## config.mk

```make
export PLATFORM = sky130hd
export DESIGN_NAME = mult_hilo_unit
export DESIGN_NICKNAME = d
export VERILOG_FILES = /design/src/rtl/mult_hilo_unit.sv
export SDC_FILE = /design/constraint.sdc
export NUM_CORES = 1
export LEC_CHECK = 0
export BUFFER_PORTS_ARGS = -buffer_cell sky130_fd_sc_hd__buf_2
export CORE_UTILIZATION = 50
export DETAILED_ROUTE_END_ITERATION = 6
export PLACE_DENSITY = 0.66
export SYNTH_ARGS = -nofsm -noshare
export SYNTH_HDL_FRONTEND = slang
export SYNTH_SLANG_ARGS = --single-unit
export TNS_END_PERCENT = 5
```

## constraint.sdc

```tcl
create_clock -name clk -period 5.42 [get_ports clk]
set_input_delay 1.084 -clock clk [delete_from_list [all_inputs] [get_ports clk]]
set_output_delay 1.084 -clock clk [all_outputs]
set_load 0.02 [all_outputs]
```

## src/rtl/mult_hilo_unit.sv

```systemverilog
// rtl/mult_hilo_unit.sv - iterative shift-add multiplier with HI/LO pair for the EX stage
// Signed operands are reduced to magnitudes up front; the sign is reapplied once in FIX.
module mult_hilo_unit #(
  parameter int WIDTH = 32
) (
  input  logic             clk,
  input  logic             reset,
  input  logic             Start_mult,
  input  logic             Mult_sign,
  input  logic [1:0]       Out_select,
  input  logic [WIDTH-1:0] A,
  input  logic [WIDTH-1:0] B,
  output logic [WIDTH-1:0] Hilo_out,
  output logic             Busy,
  output logic             Stall,
  output logic             Mult_done
);

  localparam int CW = (WIDTH > 1) ? $clog2(WIDTH) : 1;
  localparam logic [CW-1:0] LAST = CW'(WIDTH - 1);

  typedef enum logic [1:0] {
    S_IDLE,
    S_RUN,
    S_FIX
  } state_t;

  state_t               r_state;
  state_t               w_next;
  logic [2*WIDTH-1:0]   r_acc;
  logic [WIDTH-1:0]     r_mcand;
  logic [WIDTH-1:0]     r_mplier;
  logic [CW-1:0]        r_count;
  logic                 r_neg;
  logic [WIDTH-1:0]     r_hi;
  logic [WIDTH-1:0]     r_lo;
  logic                 r_done;

  logic [WIDTH-1:0]     w_abs_a;
  logic [WIDTH-1:0]     w_abs_b;
  logic [2*WIDTH-1:0]   w_addend;
  logic [2*WIDTH-1:0]   w_prod;

  // The magnitude of the most negative value wraps to itself, which is the correct unsigned magnitude.
  assign w_abs_a  = (Mult_sign && A[WIDTH-1]) ? (~A + WIDTH'(1)) : A;
  assign w_abs_b  = (Mult_sign && B[WIDTH-1]) ? (~B + WIDTH'(1)) : B;
  assign w_addend = {{WIDTH{1'b0}}, r_mcand} << r_count;
  assign w_prod   = r_neg ? (~r_acc + (2*WIDTH)'(1)) : r_acc;

  always_ff @(posedge clk) begin
    if (reset) r_state <= S_IDLE;
    else       r_state <= w_next;
  end

  always_comb begin
    w_next = r_state;
    case (r_state)
      S_IDLE:  if (Start_mult) w_next = S_RUN;
      S_RUN:   if (r_count == LAST) w_next = S_FIX;
      S_FIX:   w_next = S_IDLE;
      default: w_next = S_IDLE;
    endcase
  end

  always_ff @(posedge clk) begin
    if (reset) begin
      r_acc    <= '0;
      r_mcand  <= '0;
      r_mplier <= '0;
      r_count  <= '0;
      r_neg    <= 1'b0;
      r_hi     <= '0;
      r_lo     <= '0;
      r_done   <= 1'b0;
    end else begin
      r_done <= 1'b0;
      case (r_state)
        S_IDLE: begin
          if (Start_mult) begin
            r_mcand  <= w_abs_a;
            r_mplier <= w_abs_b;
            r_neg    <= Mult_sign & (A[WIDTH-1] ^ B[WIDTH-1]);
            r_acc    <= '0;
            r_count  <= '0;
          end
        end
        S_RUN: begin
          if (r_mplier[0]) r_acc <= r_acc + w_addend;
          r_mplier <= r_mplier >> 1;
          r_count  <= r_count + CW'(1);
        end
        S_FIX: begin
          {r_hi, r_lo} <= w_prod;
          r_done       <= 1'b1;
        end
        default: ;
      endcase
    end
  end

  assign Busy      = (r_state != S_IDLE);
  assign Stall     = Busy & Out_select[1];
  assign Mult_done = r_done;
  assign Hilo_out  = Out_select[0] ? r_hi : r_lo;

endmodule

```

After elaboration in Yosys (flattened, before gate mapping)
Cells that the tools add are included.
Word-level totals
  register bits: 201
  bits in latches: 0
  bits in writable memories: 0
  memory bits (read-only): 0
  bits of input ports: 70
  logic and storage cells: 51
  memories: 0
Operators by class
  $add $sub $neg: 5
  multiply operators: 0
  div/mod/pow operators: 0
  order comparisons: 0
  equal/unequal tests: 6
  shift operators: 1
  mux-type cells: 15
  bitwise logic cells: 6
  reductions and logical operators: 9
Operators with widths (number)
  $mux 64: 3
  $mux 32: 4
  $pmux 64 s2: 1
  $add 32x1->32 const B: 2
  $add 64x1->64 const B: 1
  $add 64x64->64: 1
  $not 32->32: 2
  $not 64->64: 1
  $pmux 32 s2: 1
  $shl 32x5->64: 1
  $pmux 5 s2: 1
  $ne 2x2->1 const B: 3
  $reduce_and 2->1: 3
  $add 5x1->5 const B: 1
  $eq 5x5->1 const B: 1
  $mux 5: 1
  $mux 2: 2
  $pmux 2 s2: 1
  $reduce_bool 2->1: 2
  $reduce_and 3->1: 1
  $and 1x1->1: 2
  $eq 2x1->1 const B: 1
  $eq 2x2->1 const B: 1
  $logic_and 1x1->1: 2
  3 further kinds: 3

Depth between registers and ports, before layout
  depth in word-level cells: 5
  mapped depth: 20
  gate-level depth less buffers: 18

Worst setup path after synthesis
No wires, ideal clock.
  path kind: reg2reg
  from: register r_count[1]
  to: register r_acc[59]
  setup time: 117 ps
  arrival time: 4255 ps
  path slack: 1048 ps
  stages on the path, launching flop included: 20
  buffers on the path: 4
  period minus slack after synthesis: 4372 ps
  cell sequence: dfxtp_1 -> clkbuf_1 -> buf_1 -> clkbuf_1 -> mux4_2 -> mux2i_1 -> nand2_1 -> o21ai_0 -> o21ai_0 -> ha_1 -> clkbuf_1 -> a21oi_1 -> o21ai_0 -> a211oi_1 -> o41ai_1 -> a2111o_1 -> nand3_1 -> a21oi_1 -> or3_1 -> a32o_1
On the way
  longest elaborated chain between the ends: 4
Ends and longest elaborated chain
  start, declared: RTL line 33  | logic [CW-1:0] r_count;
  start signal, assigned: RTL line 90  | r_count <= r_count + CW'(1);
  $shl 32x5->64: RTL line 47  | assign w_addend = {{WIDTH{1'b0}}, r_mcand} << r_count;
  $add 64x64->64: RTL line 88  | if (r_mplier[0]) r_acc <= r_acc + w_addend;
  $mux 64: RTL line 88
  $pmux 64 s2: RTL line 77  | case (r_state)
  end signal, assigned: RTL line 88
  end, declared: RTL line 30  | logic [2*WIDTH-1:0] r_acc;
Every way passes these cells. The select of a mux whose other input is x is not followed.
A chain may end at the register's enable or synchronous reset.

Worst setup path after layout
  from: register r_count[0]
  to: register r_acc[58]
Same word-level chain as after synthesis.

==> results.py <==
metrics = {
    "clock_network": {
        "clock_sinks": 201,
        "clk-insertion-delay-late_ns": 0.55,
        "cts_tree": "yes",
        "postCtsSetupBuffers": 0,
        "htree_levels": 1,
        "cts_buffers": 24,
        "cts_buffer_depth": 3,
        "cts-root-buf": "clkbuf_16",
        "clk_pin_slew_ns": 0.06,
    },
    "worst_setup_path": {
        "crit_arrival_ns": 5.26,
        "reg2reg_slack_ns": 0.60,
        "crit_path_cell_trace": "buf_12 > mux4_2 > mux2i_1 > mux2_2 > o22ai_1 > ha_1 > and4_1 > nand3_1 > or3_1 > nor2_1 > o211ai_1 > a31oi_1 > o21bai_1 > and3_1 > o31ai_1",
        "cpMaxStageDelayCell": "dfxtp_2",
        "cpPeakStageDelay_ns": 0.61,
        "cp_num_buf_inv": 1,
        "critPathMaxFanout": 25,
        "critPathTopFamily": "compound AO/OA/AOI/OAI gates",
        "end_kind": "flip-flop",
        "cp-start-kind": "flip-flop",
        "worstPathRequired_ns": 5.87,
        "critPathKind": "flip-flop to flip-flop",
    },
    "yosys": {
        "syn_area_mm2": 0.0155,
        "ys_seq_elements": 201,
        "synth_edf_count": 0,
        "netlist_instances": 2004,
        "synth_area_leaders": "dfxtp_1 (26%), a21oi_1 (5.8%), nand2_1 (5.6%)",
        "yosysSeqAreaShare_pct": 25.9,
        "yosysWarnings": 0,
        "synth_top_area_cell": "dfxtp_1",
        "synth_top_area_share_pct": 25.9,
        "async_reset_ff_share_pct": 0,
        "synth-main-ff-cell": "dfxtp_1",
        "avgSynthCellArea_um2": 7.75,
        "synth_cell_types": 72,
        "syn_nets": 2143,
    },
    "sta": {
        "skew_ns": 0.0275,
        "finalMaxSlewViolations": 0,
        "clock.fmax_mhz": 208,
        "period_share_pct": 88.9,
        "layout_setup_ws_ns": 0.604,
        "hold_viol_final": 0,
        "setup-tns-final_ns": 0,
        "final.min_clock_period_ns": 4.82,
        "relSlewSlack_pct": 42.4,
        "finalSetupViolCount": 0,
        "rsz0062_at_grt": "false",
        "tightest_slew_ns": 0.864,
    },
    "power_and_ir_drop": {
        "vdd_ir_drop_max_mv": 0.222,
        "p_per_area_mw_per_mm2": 229,
        "p_leak_uw": 0.00679,
    },
    "cells_and_area": {
        "fill_cells": 2943,
        "diodes": 0,
        "syn2layout_area_growth_pct": 10.2,
        "drive_gt1_share_pct": 13.8,
        "layout.nets": 2165,
    },
    "global_route": {
        "grt_antenna_before_repair": 0,
        "grt_pass1_wl_um": 73200,
        "overflow": 0,
        "grt_pass1_vias": 13200,
        "track_usage_pct": 29.2,
        "grt_max_degree": 95,
    },
    "drt": {
        "drcViolationCount": 0,
        "wl_um": 46700,
        "first_pass_iters": 6,
        "wire_per_inst_um": 19.2,
        "vias": 14700,
        "drt-initial-drc-count": 1163,
        "final_antenna_net_count": 0,
        "avgViaCountPerCell": 6.02,
    },
    "placed_design": {
        "place.gp.congestion": 1.01,
        "port_buffers": 104,
        "dp_slack_ns": 0.548,
        "dp.final_hpwl_um": 36500,
    },
    "floorplan": {
        "ios": 105,
        "start_util_pct": 50.7,
        "die_w_um": 178,
        "dieArea_mm2": 0.0318,
        "rows": 64,
        "core_area_mm2": 0.0306,
        "die_h_um": 178,
    },
    "run": {
        "maxCapViolCount": 0,
    },
    "status": {
        "status": "completed",
    },
    "hold_path": {
        "hp-class": "flip-flop to flip-flop",
    },
}
## final timing paths
path               end  cells after the start       start
min           r_hi[13]                      2    r_hi[13]
max          r_acc[58]                     15  r_count[0]
min reg2reg   r_hi[13]                      2    r_hi[13]
max reg2reg  r_acc[58]                     15  r_count[0]
## routing by layer
| layer | wire (µm) | vias up | GRT usage, % |
|---|---|---|---|
| met1 | 21600 | 6781 | 41.0 |
| met4 | 1200 | 0 | 7.63 |
| met2 | 20900 | 483 | 47.4 |
| li1 | - | 7360 | - |
| met3 | 2980 | 66 | 3.39 |
| met5 | 0 | - | 0 |
## cell type report
type                    instances  area [µm²]  share of cell area [%]
inverters                      28         105                   0.615
multi-input cells            1644       10900                    63.9
clock buffers                  29         649                    3.80
flip-flops and latches        201        4030                    23.6
repair buffers                127         708                    4.14
clock inverters                15         194                    1.13
well taps                     396         495                    2.90
## synth_stat cells (16+ instances only)
master and number:
xnor2_1 67, o22ai_1 16, o21ai_0 116, nor2_1 228, inv_1 28, a21oi_1 181, xor2_1 98, or3_1 27
a211oi_1 80, nand2_1 230, mux2_2 57, mux2i_1 47, nand4_1 16, dfxtp_1 201, o31ai_1 28, clkbuf_1 114
nor3_1 29, mux4_2 21, a31oi_1 19, a22oi_1 50, nand2b_1 16, a21o_1 30, nand3_1 39, ha_1 68
## state kept, by name (all words and copies together), names as in the netlist
name and flops:
r_hi 32, r_count 5, Mult_done 1, r_mcand 32
r_state 2, r_lo 32, r_neg 1, r_acc 64
r_mplier 32
## stage by stage
stage	instances	cell area [µm²]	hold WS, ns	utilization [%]	total power, µW
CTS	2440	17100	0.451	55.9	3940
global placement	2396	16300	0.437	53.1	2220
floorplan	2004	15500	0.428	-	2040
global route	2440	17100	0.468	55.9	4070
finish	2440	17100	0.447	55.9	3910
detailed placement	2396	16300	0.444	53.1	2230
## layout by cell type, fill, tap and decap left out, drive strengths merged, types with 10 or more instances in the layout
cell type,count
a211oi,80
a21o,30
a21oi,181
a22oi,50
a31oi,19
and2,14
and3,11
buf,127
clkbuf,29
dfxtp,201
ha,68
inv,28
mux2,57
mux2i,47
mux4,21
nand2,230
nand2b,17
nand3,40
nand4,16
nor2,228
nor2b,11
nor3,30
nor4,12
o21a,11
o21ai,121
o21bai,12
o22ai,16
o31ai,28
o41ai,13
or3,29
or4,10
xnor2,67
xor2,98
## kinds of logic after synthesis
group | count (synthesis) | synth area share (%)
AO/OA/AOI/OAI | 601 | 24.4
XOR/XNOR | 165 | 9.31
adder cells (fa/ha/maj) | 69 | 5.61
AND/OR/NAND/NOR | 684 | 20.7
buffers and inverters | 159 | 3.86
multiplexers | 125 | 10.2
flip-flops | 201 | 25.9
## what timing repair did
item                       4_1_cts  5_1_grt
setup endpoints to repair        0        1
resized for setup                0        1
hold buffers                     0        0
## power breakdown
part	total [µW]	switching [µW]	leakage [µW]	internal, µW
combinational	633	384	0.00475	249
clock	1710	661	0.000411	1050
sequential	1570	51.1	0.00163	1520
total	3910	1100	0.00679	2820
## worst register-to-register path, delay by kind of cell (launching register included)
kind            cells  cell delay [ns]
compound gates      5             1.15
simple gates        5             1.12
mux                 3             1.10
flops               1             0.61
fa+ha+maj           1             0.48
buf+inv             1             0.26
Note: power is estimated with default switching activity, not from simulation.
